File: config.mk
export PLATFORM = sky130hd
export DESIGN_NAME = uv_result_buffer
export DESIGN_NICKNAME = d
export VERILOG_FILES = /design/src/rtl/aqua_pkg.sv /design/src/rtl/uv_result_buffer_fwd_lookup.sv /design/src/rtl/uv_result_buffer.sv
export SDC_FILE = /design/constraint.sdc
export NUM_CORES = 1
export LEC_CHECK = 0
export ABC_CLOCK_PERIOD_IN_PS = 6100
export BUFFER_PORTS_ARGS = -buffer_cell sky130_fd_sc_hd__buf_2
export CORE_MARGIN = 3
export CORE_UTILIZATION = 37
export DETAILED_ROUTE_END_ITERATION = 7
export PLACE_DENSITY_LB_ADDON = 0.05
export SLEW_MARGIN = 10
export SYNTH_ARGS = -nofsm -noshare
export SYNTH_HDL_FRONTEND = slang
export SYNTH_HIERARCHICAL = 1
export SYNTH_SLANG_ARGS = --single-unit
File: constraint.sdc
create_clock -name i_clk -period 6.1 [get_ports i_clk]
set_input_delay 0.61 -clock i_clk [delete_from_list [all_inputs] [get_ports i_clk]]
set_output_delay 0.61 -clock i_clk [all_outputs]
set_load 0.03 [all_outputs]
File: src/rtl/aqua_pkg.sv
// Shared types for the two-lane ALU result path: lane packets and result-buffer entries.
package aqua_pkg;

    typedef struct packed {
        logic [31:0] data_buff;
        logic [4:0]  rd_addr;
        logic        fwd_en;
        logic        valid;
    } uv_buff_s;

    localparam int UV_BUFF_DEPTH = 4;

    typedef struct packed {
        logic [31:0] data;
        logic [4:0]  rd_addr;
        logic        fwd_en;
    } uv_entry_s;

endpackage

File: src/rtl/uv_result_buffer_fwd_lookup.sv
// Youngest-match forwarding search over the occupied window [rptr, rptr+count) of the result FIFO.
module uv_fwd_lookup #(
    parameter int DEPTH = 4
) (
    input  logic [DEPTH*32-1:0]     data_flat,
    input  logic [DEPTH*5-1:0]      addr_flat,
    input  logic [DEPTH-1:0]        fwd_flat,
    input  logic [$clog2(DEPTH)-1:0] rptr,
    input  logic [$clog2(DEPTH):0]   count,
    input  logic [4:0]              query,
    output logic                    hit,
    output logic [31:0]             data
);
    localparam int PW = $clog2(DEPTH);
    localparam int CW = PW + 1;

    logic [PW-1:0] idx;

    // Walk oldest to youngest so the last match taken is the youngest.
    always_comb begin
        hit  = 1'b0;
        data = '0;
        idx  = '0;
        for (int i = 0; i < DEPTH; i++) begin
            idx = rptr + PW'(i);
            if ((CW'(i) < count) && fwd_flat[idx] && (query != 5'd0) &&
                (addr_flat[int'(idx)*5 +: 5] == query)) begin
                hit  = 1'b1;
                data = data_flat[int'(idx)*32 +: 32];
            end
        end
    end

endmodule

File: src/rtl/uv_result_buffer.sv
// In-order result buffer for ALU lanes U/V: dual push, single retire to the register file,
// and two-port youngest-match operand forwarding from buffered entries.
module uv_result_buffer
    import aqua_pkg::*;
#(
    parameter int DEPTH = UV_BUFF_DEPTH
) (
    input  logic        i_clk,
    input  logic        i_rst,
    input  uv_buff_s    i_u_pkg,
    input  uv_buff_s    i_v_pkg,
    input  logic        i_flush,
    output logic        o_ready,
    output logic        o_wb_en,
    output logic [4:0]  o_wb_addr,
    output logic [31:0] o_wb_data,
    input  logic [4:0]  i_rs1_addr,
    input  logic [4:0]  i_rs2_addr,
    output logic        o_rs1_hit,
    output logic [31:0] o_rs1_data,
    output logic        o_rs2_hit,
    output logic [31:0] o_rs2_data
);
    localparam int PW = $clog2(DEPTH);
    localparam int CW = PW + 1;

    uv_entry_s     mem [DEPTH];
    logic [PW-1:0] wptr;
    logic [PW-1:0] rptr;
    logic [CW-1:0] count;

    logic [CW-1:0] free_slots;
    logic          u_req;
    logic          v_req;
    logic          u_push;
    logic          v_push;
    logic          pop;
    logic [PW-1:0] v_slot;

    logic [DEPTH*32-1:0] data_flat;
    logic [DEPTH*5-1:0]  addr_flat;
    logic [DEPTH-1:0]    fwd_flat;
    logic                rs1_hit_raw;
    logic                rs2_hit_raw;
    logic [31:0]         rs1_data_raw;
    logic [31:0]         rs2_data_raw;

    // Ready looks only at registered occupancy, so a same-cycle pop never frees a slot early.
    assign free_slots = CW'(DEPTH) - count;
    assign o_ready    = (free_slots >= CW'(2));

    assign u_req  = i_u_pkg.valid && (i_u_pkg.rd_addr != 5'd0);
    assign v_req  = i_v_pkg.valid && (i_v_pkg.rd_addr != 5'd0);
    assign u_push = u_req && o_ready && !i_flush;
    assign v_push = v_req && o_ready && !i_flush;
    assign pop    = (count != '0) && !i_flush;
    assign v_slot = wptr + PW'(u_push);

    always_ff @(posedge i_clk or posedge i_rst) begin
        if (i_rst) begin
            wptr  <= '0;
            rptr  <= '0;
            count <= '0;
            for (int i = 0; i < DEPTH; i++) begin
                mem[i] <= '0;
            end
        end else if (i_flush) begin
            wptr  <= '0;
            rptr  <= '0;
            count <= '0;
        end else begin
            if (u_push) begin
                mem[wptr] <= '{data: i_u_pkg.data_buff, rd_addr: i_u_pkg.rd_addr,
                               fwd_en: i_u_pkg.fwd_en};
            end
            if (v_push) begin
                mem[v_slot] <= '{data: i_v_pkg.data_buff, rd_addr: i_v_pkg.rd_addr,
                                 fwd_en: i_v_pkg.fwd_en};
            end
            wptr  <= wptr + PW'(u_push) + PW'(v_push);
            rptr  <= rptr + PW'(pop);
            count <= count + CW'(u_push) + CW'(v_push) - CW'(pop);
        end
    end

    assign o_wb_en   = pop;
    assign o_wb_addr = pop ? mem[rptr].rd_addr : 5'd0;
    assign o_wb_data = pop ? mem[rptr].data : 32'd0;

    always_comb begin
        data_flat = '0;
        addr_flat = '0;
        fwd_flat  = '0;
        for (int i = 0; i < DEPTH; i++) begin
            data_flat[i*32 +: 32] = mem[i].data;
            addr_flat[i*5 +: 5]   = mem[i].rd_addr;
            fwd_flat[i]           = mem[i].fwd_en;
        end
    end

    uv_fwd_lookup #(.DEPTH(DEPTH)) u_rs1_lookup (
        .data_flat (data_flat),
        .addr_flat (addr_flat),
        .fwd_flat  (fwd_flat),
        .rptr      (rptr),
        .count     (count),
        .query     (i_rs1_addr),
        .hit       (rs1_hit_raw),
        .data      (rs1_data_raw)
    );

    uv_fwd_lookup #(.DEPTH(DEPTH)) u_rs2_lookup (
        .data_flat (data_flat),
        .addr_flat (addr_flat),
        .fwd_flat  (fwd_flat),
        .rptr      (rptr),
        .count     (count),
        .query     (i_rs2_addr),
        .hit       (rs2_hit_raw),
        .data      (rs2_data_raw)
    );

    assign o_rs1_hit  = rs1_hit_raw && !i_flush;
    assign o_rs1_data = i_flush ? 32'd0 : rs1_data_raw;
    assign o_rs2_hit  = rs2_hit_raw && !i_flush;
    assign o_rs2_data = i_flush ? 32'd0 : rs2_data_raw;

    // Upstream must hold real results while the buffer reports not-ready.
    push_when_not_ready: assert property (@(posedge i_clk) disable iff (i_rst)
        !((u_req || v_req) && !o_ready && !i_flush));

endmodule

==> results by group <==
Setup path
  • Crit path DAT: 4.92 ns
  • Bufs and invs on worst path: 3
  • CP endpoint kind: output pin
  • Required time worst endpoint: 5.49 ns
  • Delay-heaviest family, CP: compound AO/OA/AOI/OAI gates
  • RR Endpoint: data_flat[52]
  • RR Startpoint: count[1]
  • Worst path cell trace: buf_4, mux2i_1, xnor2_1, nor3_1, o2111a_1, buf_4, a21oi_1, o21a_1, o32ai_1, nor2b_1, buf_2
  • Crit path largest cell delay: 0.87 ns
  • Worst-path maximum fanout: 39
  • Crit path kind: flop to output pin
  • Worst reg-to-reg path cell count: 11
  • Slowest CP cell: o2111a_1
  • Most frequent CP cell: buf_4
  • Critical Path Start Type: flop
  • Worst reg-to-reg setup slack: 1.69 ns

CTS
  • Root Buffer: clkbuf_16
  • Post-CTS sizing: 0
  • CTS Buffer Depth: 2
  • CTS buffer count: 17
  • CTS tree: yes
  • Htree depth: 4
  • CTS sink cnt: 159
  • Worst skew pair latency: 0.51 ns
  • Clk slew on worst S/H paths: 0.07 ns
  • Post-CTS Repair Setup Buffers: 0
  • Hold-fix buffers, CTS: 0

Route
  • Via count: 16129
  • DRT iter0 DRCs: 1996
  • Via density: 6.40
  • WL per Instance: 27.1 microns
  • Routed Antenna Nets: 0
  • # DRC: 5
  • DR pass1 iterations: 8
  • WL final: 68400 microns

STA
  • Fmax: 181 MHz
  • Finish-stage setup viols: 0
  • Fin. Hold Viols: 0
  • RSZ-0062 raised after global routing: no
  • Post-route minimum period: 5.53 ns
  • Tcrit/Tclk final: 90.6%
  • Slew @ Worst Pin: 1.10 ns
  • Slew margin rel.: 26.4%
  • Fin Setup TNS: 0 ns
  • Setup WS post-layout: 0.573 ns
  • Worst clock skew: 0.00831 ns
  • Final hold slack: 0.156 ns
  • Slew Limit Fails: 0

Final layout
  • # diodes: 0
  • Area of the multi-input gates: 0.0115 sq mm
  • Layout cells sized above 1: 28.8%
  • Layout Nets: 2009
  • Core Util, Final: 41.4%
  • Register Area: 0.00399 sq mm
  • Fillers: 4553
  • P&R area growth vs syn: 9.89%

Floorplanning
  • Core Region: 0.0458 sq mm
  • Die footprint: 0.0493 sq mm
  • Effective utilization at floorplan: 37.7%
  • IO Pins: 196
  • Row count: 78
  • Height of the die: 222 microns
  • Die width: 222 microns

Synthesis
  • Synthesized instance count: 1845
  • Part of the Yosys area used for sequential elements: 23.0%
  • Avg Synthesized Cell Area: 9.36 sq um
  • Synth warnings: 6
  • Mapped Nets: 1945
  • Synth cell types: 63
  • Asr flop ratio synth: 100%
  • Share of the synthesized area in the top cell type: 23.0%
  • List of most frequent post-synthesis cells: inv_1 (238), dfrtp_1 (159), a222oi_1 (152)
  • Synthesized cell area: 0.0173 sq mm
  • Post-synthesis register bit count: 159
  • Synth area leaders: dfrtp_1 (23%), a222oi_1 (8.8%), mux2_2 (8.3%)
  • Most common cell in the synthesized netlist: inv_1
  • Post-synth EDFFs: 0
  • Post-synth top flop: dfrtp_1
  • Area leader, netlist: dfrtp_1

Placement
  • PortBufs: 195
  • Post-DP HPWL: 42000 microns
  • GP Congestion: 0.840
  • Dpl ws: 1.22 ns

Power and ir drop
  • Static Leak: 0.00790 uW
  • Pwr/cell area: 510 mW/mm^2
  • Maximum VDD drop: 0.000285 V

Outcome
  • Failing checks: design-rule violations
  • Status: complete, but fails checks

Global routing
  • Initial antenna violation count: 1
  • Met2 usage: 42.8%
  • Largest net degree at the start of global routing: 212
  • M3 GR Usage: 4.53%
  • Vias in the first global route: 15676
  • Global-route wire length before repair: 102000 microns
  • Met1 Resource Use GR: 36.6%
  • GR peak layer: met2
  • Overall Global Routing Usage: 27.0%
  • Total gr overflow: 0

Hold path
  • Worst min path class: primary input to asynchronous set/reset pin

Job
  • Max-cap violations: 0
-- area by class of cell --
class                           count  area share (%)
Sequential cell                   159            21.0
Inverter                          238            4.74
Tap cell                          600            3.96
Clock buffer                       17            2.24
Clock inverter                     15           0.778
Timing Repair Buffer              233            6.86
Multi-Input combinational cell   1260            60.4
-- sequential cells by signal (all words and copies together), names as in the netlist --
register / flops
count: 3
addr_flat: 20
fwd_flat: 4
wptr: 2
rptr: 2
data_flat: 128
-- worst register-to-register path, stage by stage (launching register included) --
cell	delay [ns]
dfrtp_1	0.63
inv_1	0.09
ha_1	0.19
ha_1	0.27
nor3b_4	0.19
nor4b_1	0.57
ha_1	0.42
inv_1	0.22
a2111oi_4	0.57
a21boi_4	0.31
buf_4	0.41
a222oi_1	0.42
-- kinds of logic (layout without fill, tap and decap cells) --
| group | Yosys count | in the layout | share of synthesized area [%] |
|---|---|---|---|
| xor+xnor | 58 | 58 | 3.03 |
| simple gates | 255 | 255 | 9.62 |
| buf+inv | 426 | 503 | 11.6 |
| compound gates | 641 | 641 | 30.9 |
| mux | 297 | 297 | 21.1 |
| flops | 159 | 159 | 23.0 |
| fa+ha+maj | 9 | 9 | 0.739 |
-- power by group --
part	switching (uW)	total, uW	leakage, uW	internal [uW]
clock network	555	1130	0.000280	573
logic	3480	6070	0.00595	2590
registers	929	2470	0.00167	1540
total	4960	9670	0.00790	4700
-- routing by layer --
metal  share of wire (%)  vias up
met5               0.026        -
met4                 3.5        2
met3                 6.5      124
met2                  47      738
met1                  43     8105
li1                    -     7160
-- cells in the final DEF, fill, tap and decap left out, drive strengths merged, types with 3 or more instances in the layout --
master     n
a2111oi    6
nor4       5
o211ai     4
nand2b     7
a21boi     4
o21a      62
ha         7
dfrtp    159
mux2     128
xor2      10
o2111ai    4
nor4b      4
clkinv     3
a21o       4
clkbuf    17
nand2     14
o21ai     70
nor3      16
a21oi    132
a211oi    62
o32ai     62
inv      247
xnor2     48
or4        3
a222oi   152
buf      233
mux2i    128
nand4      6
and2      41
nor2b    130
mux4      41
nor2      21
o22ai     70
-- stage by stage --
step,cell area [sq um],total power (uW),instances
floorplan,17300,6830,1845
global placement,18400,8400,2490
detailed placement,18400,8470,2490
CTS,19000,9640,2522
global route,19000,10300,2522
finish,19000,9670,2522
-- worst max path at each step --
stage,start,to,slack [ns],cells after the start
5_1_grt,rptr[1],o_rs2_data[31],0.39,11
2_1_floorplan,i_rst,addr_flat[0],1.20,1
3_5_place_dp,rptr[1],o_rs2_data[3],1.22,11
6_report,rptr[1],o_rs2_data[31],0.57,11
4_1_cts,rptr[1],o_rs2_data[3],0.65,11
3_3_place_gp,rptr[1],o_rs2_data[9],1.26,11
Note: power is estimated with default switching activity, not from simulation.
